[config.mk]
export PLATFORM = sky130hd
export DESIGN_NAME = issue_hazard_sequencer
export DESIGN_NICKNAME = d
export VERILOG_FILES = /design/src/rtl/issue_pkg.sv /design/src/rtl/lane_hazard_cmp.sv /design/src/rtl/issue_hazard_sequencer.sv
export SDC_FILE = /design/constraint.sdc
export NUM_CORES = 1
export LEC_CHECK = 0
export ABC_AREA = 1
export CAP_MARGIN = 25
export CORE_MARGIN = 2
export CORE_UTILIZATION = 50
export CTS_BUF_LIST = sky130_fd_sc_hd__clkbuf_4 sky130_fd_sc_hd__clkbuf_8
export DETAILED_ROUTE_END_ITERATION = 7
export PLACE_DENSITY = 0.94
export SLEW_MARGIN = 10
export SYNTH_ARGS = -nofsm -noshare
export SYNTH_HDL_FRONTEND = slang
export SYNTH_SLANG_ARGS = --single-unit
[constraint.sdc]
create_clock -name clk -period 2.8 [get_ports clk]
set_clock_uncertainty 0.1 [all_clocks]
set_input_delay 0.84 -clock clk [delete_from_list [all_inputs] [get_ports clk]]
set_output_delay 0.84 -clock clk [all_outputs]
set_load 0.05 [all_outputs]
[src/rtl/issue_pkg.sv]
// Shared types and defaults for the issue hazard sequencer.
// Holds the bundle progress state and default lane/register widths.
package issue_pkg;

   typedef enum logic {
      FRESH = 1'b0,
      SPLIT = 1'b1
   } state_e;

   localparam int unsigned DEF_LANES = 2;
   localparam int unsigned DEF_REG_W = 5;

endpackage

[src/rtl/lane_hazard_cmp.sv]
// Dependency check between an older lane j and a younger lane k.
// Covers RAW on either source and WAW; x0 never creates a hazard.
module lane_hazard_cmp #(
   parameter int unsigned REG_W = 5
) (
   input  logic             we_j_i,
   input  logic [REG_W-1:0] rd_j_i,
   input  logic             we_k_i,
   input  logic [REG_W-1:0] rd_k_i,
   input  logic [REG_W-1:0] rs1_k_i,
   input  logic [REG_W-1:0] rs2_k_i,
   output logic             hazard_o
);

   logic raw;
   logic waw;

   assign raw = (rd_j_i == rs1_k_i) || (rd_j_i == rs2_k_i);
   assign waw = we_k_i && (rd_k_i == rd_j_i);

   assign hazard_o = we_j_i && (rd_j_i != '0) && (raw || waw);

endmodule

[src/rtl/issue_hazard_sequencer.sv]
// Splits a decode bundle into in-order issue groups around intra-bundle
// register dependencies, tracking partially issued bundles across cycles.
module issue_hazard_sequencer
   import issue_pkg::*;
#(
   parameter int unsigned LANES = DEF_LANES,
   parameter int unsigned REG_W = DEF_REG_W,
   parameter int unsigned CNT_W = 32
) (
   input  logic                        clk,
   input  logic                        rst,
   input  logic                        bundle_valid_i,
   input  logic [LANES-1:0]            lane_valid_i,
   input  logic [LANES-1:0][REG_W-1:0] rd_i,
   input  logic [LANES-1:0][REG_W-1:0] rs1_i,
   input  logic [LANES-1:0][REG_W-1:0] rs2_i,
   input  logic [LANES-1:0]            rd_we_i,
   input  logic                        ds_stall_i,
   input  logic                        flush_i,
   output logic [LANES-1:0]            issue_o,
   output logic                        bundle_done_o,
   output logic                        stall_fd_o,
   output logic                        split_o,
   output logic [CNT_W-1:0]            split_cnt_o
);

   state_e           state_q;
   logic [LANES-1:0] issued_q;
   logic [LANES-1:0] issued_d;
   logic [CNT_W-1:0] split_cnt_q;
   logic [LANES-1:0] remaining;
   logic [LANES-1:0] issue_raw;
   logic             go;
   logic             cnt_inc;
   logic             haz [LANES][LANES];

   for (genvar j = 0; j < LANES; j++) begin : g_j
      for (genvar k = 0; k < LANES; k++) begin : g_k
         if (j < k) begin : g_cmp
            lane_hazard_cmp #(
               .REG_W(REG_W)
            ) u_cmp (
               .we_j_i  (rd_we_i[j]),
               .rd_j_i  (rd_i[j]),
               .we_k_i  (rd_we_i[k]),
               .rd_k_i  (rd_i[k]),
               .rs1_k_i (rs1_i[k]),
               .rs2_k_i (rs2_i[k]),
               .hazard_o(haz[j][k])
            );
         end else begin : g_none
            assign haz[j][k] = 1'b0;
         end
      end
   end

   assign remaining = bundle_valid_i ? (lane_valid_i & ~issued_q) : '0;

   // Once a remaining lane is held back, every younger lane is held too.
   always_comb begin
      logic cand;
      logic blk;
      issue_raw = '0;
      cand      = 1'b1;
      blk       = 1'b0;
      for (int k = 0; k < LANES; k++) begin
         blk = 1'b0;
         for (int j = 0; j < k; j++) begin
            blk = blk | (remaining[j] & haz[j][k]);
         end
         if (remaining[k]) begin
            if (cand && !blk) issue_raw[k] = 1'b1;
            else              cand = 1'b0;
         end
      end
   end

   assign go      = !rst && !ds_stall_i && !flush_i;
   assign issue_o = go ? issue_raw : '0;

   assign bundle_done_o = bundle_valid_i && go &&
                          ((remaining & ~issue_o) == '0);
   assign stall_fd_o    = !rst && bundle_valid_i &&
                          !bundle_done_o && !flush_i;

   assign cnt_inc = (|issue_o) && !bundle_done_o;

   always_comb begin
      issued_d = issued_q | issue_o;
      if (flush_i || bundle_done_o) issued_d = '0;
      else if (ds_stall_i)          issued_d = issued_q;
   end

   always_ff @(posedge clk) begin
      if (rst) begin
         state_q     <= FRESH;
         issued_q    <= '0;
         split_cnt_q <= '0;
      end else begin
         issued_q <= issued_d;
         if (cnt_inc && !(&split_cnt_q))
            split_cnt_q <= split_cnt_q + 1'b1;
         unique case (state_q)
            FRESH: if (cnt_inc) state_q <= SPLIT;
            SPLIT: if (bundle_done_o || flush_i) state_q <= FRESH;
         endcase
      end
   end

   assign split_o     = (state_q == SPLIT);
   assign split_cnt_o = split_cnt_q;

endmodule

==> flow_metrics.tcl <==
set metrics [dict create \
    io_pins 76 \
    critPathLaunchType "input pin" \
    pwr-share-seq 0.468 \
    max_cap_viol_count 0 \
    grt_max_degree 35 \
    drtAntennaViolNets 0 \
    dpl_worst_slack_ns -0.643 \
    required_ns 1.86 \
    synth_area_leader_cell "dfxtp_1" \
    synthesis.nets 456 \
    syn_inst 416 \
    finalSetupViolCount 4 \
    netlist_area_sq_um 2730 \
    hold_violations 0 \
    hold_path.class "reg -> reg" \
    place.gp.congestion 0.999 \
    vias 3159 \
    critPathArrivalTime_ns 2.01 \
    end_kind "primary output" \
    start_util 0.528 \
    num_antenna_cells 0 \
    r2r_end "split_cnt_o[17]" \
    met1_usage 0.345 \
    coreArea_sq_um 5170 \
    ys_ff_latch 35 \
    drt_first_pass_iters 5 \
    clkLatencyLatePin_ns 0.28 \
    intPower_w 0.000779 \
    syn_area_per_cell_sq_um 6.56 \
    top_usage_layer "met2" \
    routed_wl_um 8750 \
    holdCritStartpoint "split_cnt_o[31]" \
    power_density_nw_per_um2 277 \
    switchingPower_w 0.000291 \
    h-tree-depth 2 \
    drt_iter0_drc 262 \
    finalPower_w 0.00107 \
    r2r-start "issued_q[0]" \
    ir_worst_vdd_mv 0.211 \
    outcome "complete, but fails checks" \
    ys_types 27 \
    maxSlewViolCount 0 \
    sw_frac_of_total 0.272 \
    crit_fanout 3 \
    antenna_found_initial 0 \
    post-route-min-period_ns 2.95 \
    r2r_slack_ns 0.66 \
    tightest_slew_ns 0.515 \
    ys_seq_area_frac 0.257 \
    die_h_um 77.9 \
    synthArstFlopShare 0 \
    dp.cells 556 \
    synth_edf_count 0 \
    grt_remaining_overflow 0 \
    combPwrFrac 0.177 \
    rows 26 \
    yosys.area.top_type_share 0.257 \
    min_period_over_period 1.05 \
    cts_tree "done" \
    pwr-share-clk 0.355 \
    ctsHoldBuffers 0 \
    area_growth_pct 41.4 \
    cts_buffers 5 \
    drc 0 \
    crit_type "in -> out" \
    grtUsageMet2 0.473 \
    ys_top_cells_by_count "nand2_1, nor2_1, inv_1" \
    dieArea_sq_um 6060 \
    hpwl_um 5940 \
    first_global_vias 3006 \
    post-synth-top-count-cell "nand2_1" \
    grt_use_met3 0.0407 \
    clock_path_buffers 2 \
    finalNonFillerCells 570 \
    nNetsFinal 539 \
    ys_warn_count 0 \
    ys.flop_type "dfxtp_1" \
    clockRootBuffer "clkbuf_8" \
    grt_pass1_wl_um 13600 \
    portBuffers 65 \
    fmax_mhz 339 \
    routedWlPerCell_um 15.4 \
    utilization 0.746 \
    reg2reg_depth 12 \
    hold_depth 2 \
    rsz0062_at_grt "yes" \
    path_clk_slew_ns 0.07 \
    layout-drive-gt1-share 0.298 \
    setup_ws_ns -0.148 \
    vias_per_cell 5.54 \
    slew_headroom 0.656 \
    clock-sinks 35 \
    grt_use_total 0.272 \
    min_to "split_cnt_o[31]" \
    leakage_nw 1.55 \
    die_w_um 77.9 \
    netlist_top_cells_area "dfxtp_1, nand2_1, nand4_1, xor2_1, nor2_1" \
    violations "setup timing" \
]
==> through the flow <==
step	setup TNS, ns	hold WS [ns]	cell area, sq um
finish	-0.381	0.381	3860
floorplan	-0.103	0.328	2750
detailed placement	-14.55	0.351	3610
CTS	-0.207	0.361	3700
global placement	-9.65	0.340	3610
global route	-0.616	0.410	3860
==> power groups by stage <==
| stage | logic, W | registers [W] | clock network (W) |
|---|---|---|---|
| 2_1_floorplan | 0.0000715 | 0.000516 | 0 |
| 3_3_place_gp | 0.000151 | 0.000512 | 0 |
| 3_5_place_dp | 0.000157 | 0.000512 | 0 |
| 4_1_cts | 0.000155 | 0.000500 | 0.000384 |
| 5_1_grt | 0.000202 | 0.000500 | 0.000406 |
| 6_report | 0.000190 | 0.000501 | 0.000380 |
==> layout by cell type (no fill, tap or decap), drive strengths merged <==
cell type      netlist  routed
dlymetal6s2s         0       2
inv                 46      46
nand3               21      21
nor4                 1       1
dlygate4sd2          0       2
nor2                51      51
nand3b               3       3
xor2                21      21
nor3                14      14
buf                  9      46
clkdlybuf4s50        0      35
a21oi               33      33
clkbuf               6      10
nand4               36      36
nand2              128     128
clkdlybuf4s15        0       3
xnor2               10      10
clkinv               0       1
dfxtp               35      35
o21ai                1       1
ha                   1       1
==> per-layer routing <==
metal	vias to the layer above	wire [um]
met2	152	4400
met1	1454	3490
met4	0	306
li1	1522	-
met3	31	560
met5	-	0
==> final cells by class <==
type                            instances  area (sq um)
Clock buffer                            7          83.8
Clock inverter                          1          5.00
Fill cell                             387          1310
Inverter                               46           175
Multi-Input combinational cell        320          1900
Sequential cell                        35           701
Tap cell                               70          87.6
Timing Repair Buffer                   91           906
==> logic make-up after synthesis <==
family / Yosys count / synth area share
xor gates and xnor gates: 31 / 0.0995
DFF: 35 / 0.257
adders and majority gates: 1 / 0.00458
and+or+nand+nor: 254 / 0.449
AOI/OAI and AO/OA: 34 / 0.0885
buffers and inverters: 61 / 0.102
==> critical path: stages <==
cell	delay [ns]
buf_2	0.10
inv_1	0.06
nand2_2	0.07
nand2_2	0.07
nor2_4	0.11
nand3_2	0.10
nand3_4	0.12
nand3_4	0.09
nand2_4	0.10
nand3_4	0.07
nor2_4	0.13
buf_12	0.14
==> worst max path at each step <==
stage / slack (ns) / cells past startpoint / to / from
floorplan: -0.10 / 11 / stall_fd_o / rd_i[1]
global placement: -0.54 / 12 / stall_fd_o / rd_i[1]
detailed placement: -0.64 / 12 / stall_fd_o / rd_i[1]
CTS: -0.11 / 10 / stall_fd_o / rs1_i[5]
global route: -0.20 / 12 / stall_fd_o / rd_i[2]
finish: -0.15 / 12 / stall_fd_o / rd_i[6]
==> sequential cells by signal, summed over array words and instances, names as in the netlist <==
name	count
split_cnt_o	32
issued_q	2
split_o	1
==> timing repair <==
item,in CTS,in global routing
setup buffers,4,2
endpoints found under the hold margin,0,0
endpoints found under the setup margin,35,4
gates resized for setup,90,50
pin swaps,35,28
No activity file was read; power rests on OpenSTA's default activity.
